### src/rtl/adder_seq_ctrl.sv
// Sequential W-bit adder shared by two requesters. A single 4-bit ripple adder
// is reused one nibble per cycle; round-robin arbitration picks the requester.

module fourbitadder (
   input  logic [3:0] a_i,
   input  logic [3:0] b_i,
   input  logic       cin_i,
   output logic [3:0] sum_o,
   output logic       cout_o
);
   always_comb begin
      logic       c;
      logic [3:0] s;
      // NOTE: blocking assignments inside always_comb; c must update in order as the ripple walks up.
      c = cin_i;
      s = '0;
      for (int i = 0; i < 4; i++) begin
         s[i] = a_i[i] ^ b_i[i] ^ c;
         c    = (a_i[i] & b_i[i]) | (c & (a_i[i] ^ b_i[i]));
      end
      sum_o  = s;
      cout_o = c;
   end
endmodule

module adder_seq_ctrl #(
   parameter int NIB = 4
) (
   input  logic             clk,
   input  logic             rst,
   input  logic             req0,
   input  logic             req1,
   input  logic [4*NIB-1:0] a0,
   input  logic [4*NIB-1:0] b0,
   input  logic [4*NIB-1:0] a1,
   input  logic [4*NIB-1:0] b1,
   input  logic             cin0,
   input  logic             cin1,
   output logic             gnt0,
   output logic             gnt1,
   output logic             busy,
   output logic             out_valid,
   input  logic             out_ready,
   output logic             out_id,
   output logic [4*NIB-1:0] out_sum,
   output logic             out_cout
);
   localparam int NW = (NIB > 1) ? $clog2(NIB) : 1;
   localparam logic [NW-1:0] LAST_NIB = NW'(NIB - 1);

   typedef enum logic [1:0] {IDLE, RUN, DONE} state_t;

   state_t                state_q, state_d;
   logic [NW-1:0]         nib_q, nib_d;
   logic                  carry_q, carry_d;
   logic [NIB-1:0][3:0]   a_q, a_d;
   logic [NIB-1:0][3:0]   b_q, b_d;
   logic [NIB-1:0][3:0]   work_q, work_d;
   logic [NIB-1:0][3:0]   sum_q, sum_d;
   logic                  cout_q, cout_d;
   logic                  id_q, id_d;
   logic                  last_q, last_d;

   logic [3:0]            add_sum;
   logic                  add_cout;
   logic                  win0, win1;

   fourbitadder u_add (
      .a_i    (a_q[nib_q]),
      .b_i    (b_q[nib_q]),
      .cin_i  (carry_q),
      .sum_o  (add_sum),
      .cout_o (add_cout)
   );

   // last_q names the requester served most recently; it loses a tie.
   assign win0 = req0 & (~req1 | last_q);
   assign win1 = req1 & (~req0 | ~last_q);

   assign gnt0      = (state_q == IDLE) & ~rst & win0;
   assign gnt1      = (state_q == IDLE) & ~rst & win1;
   assign busy      = (state_q != IDLE);
   assign out_valid = (state_q == DONE);
   assign out_sum   = sum_q;
   assign out_cout  = cout_q;
   assign out_id    = id_q;

   always_comb begin
      // NOTE: every _d gets its hold value first so no path through the case infers a latch.
      state_d = state_q;
      nib_d   = nib_q;
      carry_d = carry_q;
      a_d     = a_q;
      b_d     = b_q;
      work_d  = work_q;
      sum_d   = sum_q;
      cout_d  = cout_q;
      id_d    = id_q;
      last_d  = last_q;

      case (state_q)
         IDLE: begin
            if (gnt0 | gnt1) begin
               a_d     = gnt1 ? a1 : a0;
               b_d     = gnt1 ? b1 : b0;
               carry_d = gnt1 ? cin1 : cin0;
               nib_d   = '0;
               last_d  = gnt1;
               state_d = RUN;
            end
         end
         RUN: begin
            work_d[nib_q] = add_sum;
            carry_d       = add_cout;
            nib_d         = nib_q + 1'b1;
            if (nib_q == LAST_NIB) begin
               // Published results change only here, so the previous result stays visible during RUN.
               nib_d   = '0;
               sum_d   = work_d;
               cout_d  = add_cout;
               id_d    = last_q;
               state_d = DONE;
            end
         end
         DONE: begin
            if (out_ready) begin
               state_d = IDLE;
            end
         end
         default: state_d = IDLE;
      endcase
   end

   always_ff @(posedge clk or posedge rst) begin
      if (rst) begin
         state_q <= IDLE;
         nib_q   <= '0;
         carry_q <= 1'b0;
         a_q     <= '0;
         b_q     <= '0;
         work_q  <= '0;
         sum_q   <= '0;
         cout_q  <= 1'b0;
         id_q    <= 1'b0;
         last_q  <= 1'b1;
      end else begin
         state_q <= state_d;
         nib_q   <= nib_d;
         carry_q <= carry_d;
         a_q     <= a_d;
         b_q     <= b_d;
         work_q  <= work_d;
         sum_q   <= sum_d;
         cout_q  <= cout_d;
         id_q    <= id_d;
         last_q  <= last_d;
      end
   end
endmodule
### config.mk
export PLATFORM = sky130hd
export DESIGN_NAME = adder_seq_ctrl
export DESIGN_NICKNAME = d
export VERILOG_FILES = /design/src/rtl/adder_seq_ctrl.sv
export SDC_FILE = /design/constraint.sdc
export NUM_CORES = 1
export LEC_CHECK = 0
export CAP_MARGIN = 20
export CELL_PAD_IN_SITES_DETAIL_PLACEMENT = 1
export CELL_PAD_IN_SITES_GLOBAL_PLACEMENT = 2
export CORE_ASPECT_RATIO = 0.8
export CORE_MARGIN = 2
export CORE_UTILIZATION = 35
export CTS_CLUSTER_SIZE = 12
export DETAILED_ROUTE_END_ITERATION = 10
export GPL_ROUTABILITY_DRIVEN = 1
export PLACE_DENSITY = 0.93
export SYNTH_ARGS = -nofsm -noshare
export SYNTH_HDL_FRONTEND = slang
export SYNTH_SLANG_ARGS = --single-unit
export TNS_END_PERCENT = 20
### constraint.sdc
create_clock -name clk -period 6.6 [get_ports clk]
set_input_delay 1.98 -clock clk [delete_from_list [all_inputs] [get_ports clk]]
set_output_delay 1.98 -clock clk [all_outputs]
set_load 0.01 [all_outputs]
==> results.toml, run 1 <==
[worst_setup_path]
reg2reg_slack_ns = 3.08
crit_top_cell = "clkdlybuf4s50_1"
crit_chain = "clkdlybuf4s50_1 -> nor3_4 -> nand2_1 -> a21oi_1 -> clkdlybuf4s50_1"
endpoint_kind = "output port"
arrival_ns = 3.49
crit_buf_inv = 2
cp_slowest_stage_delay_ns = 0.57
r2r_cells = 11
cp.depth = 5
setup.worst_path.class = "primary input to output port"
cp_max_fo = 5
start_kind = "primary input"
crit_family = "buffers and inverters"
timing.rr.end = "out_sum[3]"
cp-startpoint = "rst"
cp_slowest_cell = "clkdlybuf4s50_1"
crit_path_end = "gnt0"
critPathRequiredTime_ns = 4.62
r2r-start = "nib_q[0]"

[sta]
fin_skew_ns = 0.00532
layout_worst_path_cycle_share_pct = 82.9
rsz0062_at_grt = "no"
setup_tns_ns = 0
finalHoldViolCount = 0
maxSlewViolCount = 0
min_period_ns = 5.47
worst_pin_slew_ns = 1.11
finalSetupViolations = 0
relSlewSlack_pct = 26.0
setup_ws_ns = 1.13
fmax_mhz = 183

[global_route]
grt_pass1_wl_microns = 14000
grt_max_degree = 69
overflow = 0
globalRouteTotalUtil_pct = 15.5
first_global_vias = 2764
antenna_found_initial = 0

[finish]
antennaDiodeCount = 0
layout_common_cells = "clkdlybuf4s50_1, dfrtp_1, mux2_4, nand2_1, o21ai_0"
layout_commonest_cell = "clkdlybuf4s50_1"
synthToLayoutAreaGrowth_pct = 33.3
layout-drive-gt1-share_pct = 27.9
layout.nets = 451

[clock_network]
cts_resized = 0
clock_tree.buffer_depth = 2
cts_max_level = 3
clkTransAtPathRegs_ns = 0.06
worstSkewPairLatency_ns = 0.33
cts_sinks = 68
cts_buffers = 9
cts_tree = "done"
cts_hold_buffers = 0
cts_setup_buffers = 0
root_buffer = "clkbuf_16"

[logic_synthesis]
yosysTopAreaCellShare_pct = 44.6
synthesis.instances = 284
synth_cell_types = 31
yosysWarnings = 0
synthesis.nets = 363
synth_area_leaders = "dfrtp_1, mux2_4, mux4_2"
synth-seq-cells = 68
yosys.area.top_type = "dfrtp_1"
syn_area_per_cell_sq_um = 13.2
synth-seq-area-share_pct = 45.3
syn_area_sq_um = 3760

[power_and_ir_drop]
switching_share_pct = 37.3
combPwrFrac_pct = 50.6
p_leak_uw = 0.00220
power_uw = 2490
seqPwrFrac_pct = 31.7
ir_drop_mv = 0.214
p_clk_share_pct = 17.7
internal_power_uw = 1560
p_sw_uw = 928
power.density_nw_per_um2 = 498

[route]
dr.pass1.iters = 3
final_antenna_net_count = 0
drcViolationCount = 0
vias_per_cell = 4.79
wl_met3_microns = 407
wl_microns = 8310
wl_per_cell_microns = 16.1
drt_iter0_markers = 146
top_layer_used = "met4"
wl_met2_microns = 4020
vias = 2476
wl_met1_microns = 3790

[floorplan]
die_h_microns = 96.7
core-area_sq_um = 10400
die_w_microns = 120
rows = 33
start_util_pct = 36.2
boundaryPins = 93
die_area_sq_um = 11600

[placement]
place_hpwl_microns = 6130
numPortBuffers = 92
routabilityCongestion = 0.731
dp_slack_ns = 1.10

[outcome]
outcome = "complete, no violations"

[worst_hold_path]
worstHoldPathCells = 2
min_path_type = "register to register"

[flow_run]
maxCapViolCount = 0
-- through the flow --
stage	area [sq um]	hold slack [ns]	utilization [%]	cells
after floorplan	3760	0.445	-	284
after detailed placement	4710	0.463	45.5	500
after global routing	5010	0.503	48.3	517
after CTS	4990	0.477	48.2	516
final	5010	0.475	48.3	517
after global placement	4710	0.457	45.5	500
-- worst min-delay path by stage --
stage / startpoint / endpoint / slack (ns)
6_report: out_sum[11] / out_sum[11] / 0.48
5_1_grt: out_sum[11] / out_sum[11] / 0.50
4_1_cts: out_sum[14] / out_sum[14] / 0.48
3_5_place_dp: out_sum[14] / out_sum[14] / 0.46
3_3_place_gp: work_q[7] / work_q[7] / 0.46
2_1_floorplan: work_q[0] / work_q[0] / 0.44
-- routing by layer --
layer	vias up	GRT usage [%]
met1	1231	19.4
met5	-	0
met3	11	4.01
met2	67	26.5
met4	0	4.52
li1	1167	-
-- final cells by class --
| class | instances | area [sq um] |
|---|---|---|
| inverter | 14 | 52.6 |
| clock inverter | 6 | 40.0 |
| tap | 140 | 175 |
| sequential | 68 | 1700 |
| clock buffer | 10 | 239 |
| multi-input combinational | 184 | 1850 |
| fill | 1094 | 5360 |
| timing repair buffer | 95 | 951 |
-- power groups by stage --
stage	Combinational (uW)	Sequential, uW	Clock [uW]
floorplan	917	739	0
global placement	1250	785	0
detailed placement	1290	797	0
CTS	1300	793	453
global route	1410	825	474
finish	1260	789	442
-- synth_stat cells, drive strengths merged --
cell,n
buf,9
nand3b,4
ha,4
a211o,1
nor3b,1
mux4,8
inv,14
dfstp,1
fa,4
and2,1
nor2,2
o21bai,1
mux2,71
a21boi,1
o22ai,1
a31oi,1
nand2,37
o21ai,29
nor3,1
or2,2
mux2i,6
and3,1
o21a,1
clkbuf,9
and3b,1
a21oi,5
dfrtp,67
nand2b,1
-- state kept, by name, summed over array words and instances (netlist names) --
name	cells
out_cout	1
state_q	2
a_q	16
b_q	16
out_id	1
nib_q	2
carry_q	1
last_q	1
out_sum	16
work_q	12
-- tightest hold or removal path: cells and delay by family, from the launching register on --
family / cells / cell delay [ns]
AOI/OAI and AO/OA: 1 / 0.06
DFF: 1 / 0.34
and+or+nand+nor: 1 / 0.05
-- kinds of logic (layout without fill, tap and decap cells) --
group           Yosys count  count (layout)  synth area share [%]
mux                      85              85                  33.3
flops                    68              68                  45.3
simple gates             51              51                  6.40
compound gates           40              40                  6.00
buf+inv                  32             125                  5.53
fa+ha+maj                 8               8                  3.46
(Power assumes the default switching activity.)
==> run 2, diff against run 1 <==
Settings changed: CORE_UTILIZATION 35 to 33, PLACE_DENSITY 0.93 to 0.89.
Clock period 6.6 ns to 5.3 ns, I/O delays scaled along.
==> results.toml, run 2 (synthesized netlist as in run 1, its figures left out) <==
[route]
dr.pass1.iters = 4
final_antenna_net_count = 0
vias_per_cell = 4.69
wl_per_cell_microns = 15.6
vias = 2441
drcViolationCount = 0
drt_iter0_markers = 71
wl_microns = 8120

[worst_hold_path]
worstHoldPathCells = 2
worstHoldStart = "out_sum[3]"
min_path_type = "register to register"
hold_end = "out_sum[3]"

[sta]
maxSlewViolCount = 0
fmax_mhz = 213
fin_skew_ns = 0.00625
finalHoldViolCount = 0
layout_worst_path_cycle_share_pct = 88.8
min_period_ns = 4.70
rsz0062_at_grt = "no"
hold_slack_ns = 0.477
relSlewSlack_pct = 55.3
finalSetupViolations = 0
worst_pin_slew_ns = 0.671
setup_tns_ns = 0

[placement]
dpl_cell_area_sq_um = 4720
place_hpwl_microns = 6010
placedCellCount = 504
routabilityCongestion = 0.745
numPortBuffers = 92

[floorplan]
die_area_sq_um = 12300
die_w_microns = 123
core-area_sq_um = 11000
rows = 34
boundaryPins = 93
die_h_microns = 99.4
start_util_pct = 34.2

[power_and_ir_drop]
p_sw_uw = 1150
power.density_nw_per_um2 = 614
combPwrFrac_pct = 50.8
seqPwrFrac_pct = 31.8
p_clk_share_pct = 17.3
ir_drop_mv = 0.263
internal_power_uw = 1940
p_leak_uw = 0.00222
switching_share_pct = 37.2

[finish]
layout.nets = 452
regArea_sq_um = 1700
stdcell_area_sq_um = 5030
antennaDiodeCount = 0
layout_common_cells = "clkdlybuf4s50_1, dfrtp_1, mux2_4, nand2_1, o21ai_0"
multiInputGateArea_sq_um = 1850
fin_cells = 521
n_fill_cell = 1175
layout_commonest_cell = "clkdlybuf4s50_1"
synthToLayoutAreaGrowth_pct = 34.0
layout-drive-gt1-share_pct = 27.9

[worst_setup_path]
timing.rr.end = "out_sum[3]"
setup.worst_path.class = "primary input to output port"
arrival_ns = 3.11
cp_max_fo = 5
r2r_cells = 11
reg2reg_slack_ns = 1.76
critPathRequiredTime_ns = 3.71
start_kind = "primary input"
r2r-start = "nib_q[0]"
endpoint_kind = "output port"

[outcome]
outcome = "complete, no violations"

[clock_network]
cts_buffers = 9
cts_tree = "done"
clock_tree.buffer_depth = 2
cts_max_level = 3
cts_hold_buffers = 0
clkTransAtPathRegs_ns = 0.06
cts_sinks = 68
cts_resized = 0
worstSkewPairLatency_ns = 0.33
cts_setup_buffers = 0
root_buffer = "clkbuf_16"

[global_route]
overflow = 0
antenna_found_initial = 0
first_global_vias = 2718
grt_use_met2_pct = 22.9
grt_max_degree = 44
globalRouteTotalUtil_pct = 14.2
met1_usage_pct = 18.4
grt_busiest_layer = "met2"
use_met3_pct = 4.99
grt_pass1_wl_microns = 13300

[flow_run]
maxCapViolCount = 0
## run 2: worst max-delay path by stage
stage / start / to / slack [ns]
floorplan: req1 / gnt1 / 1.49
global placement: req1 / gnt1 / 0.63
detailed placement: req1 / gnt1 / 0.57
CTS: req1 / gnt1 / 0.56
global route: rst / gnt0 / 0.52
finish: req1 / gnt1 / 0.60
## run 2: critical path: stages
cell and delay (ns):
clkdlybuf4s50_1 0.58, a21boi_4 0.22, and2_1 0.15, clkdlybuf4s50_1 0.58
## run 2: cell type report
type | count | share of cell area, %
multi-input combinational | 184 | 36.7
sequential | 68 | 33.8
timing repair buffer | 96 | 19.5
clock buffer | 9 | 4.47
tap | 144 | 3.58
inverter | 14 | 1.04
clock inverter | 6 | 0.845
## run 2: stage by stage
step | setup WS (ns) | util (%) | power (uW)
2_1_floorplan | 1.49 | - | 2060
3_3_place_gp | 0.628 | 43.0 | 2530
3_5_place_dp | 0.567 | 43.0 | 2580
4_1_cts | 0.563 | 45.4 | 3130
5_1_grt | 0.516 | 45.9 | 3350
6_report | 0.595 | 45.9 | 3090
## run 2: power by group through the flow
stage / Combinational, uW / Clock (uW) / Sequential (uW)
detailed placement: 1580 / 0 / 997
global route: 1750 / 575 / 1030
floorplan: 1140 / 0 / 921
CTS: 1590 / 550 / 991
finish: 1570 / 536 / 985
global placement: 1550 / 0 / 979
## run 2: metal layers
layer	part of all wire [%]	wire, microns
met4	1.1	90
met2	47	3850
met5	0	0
met3	5.9	479
met1	46	3700
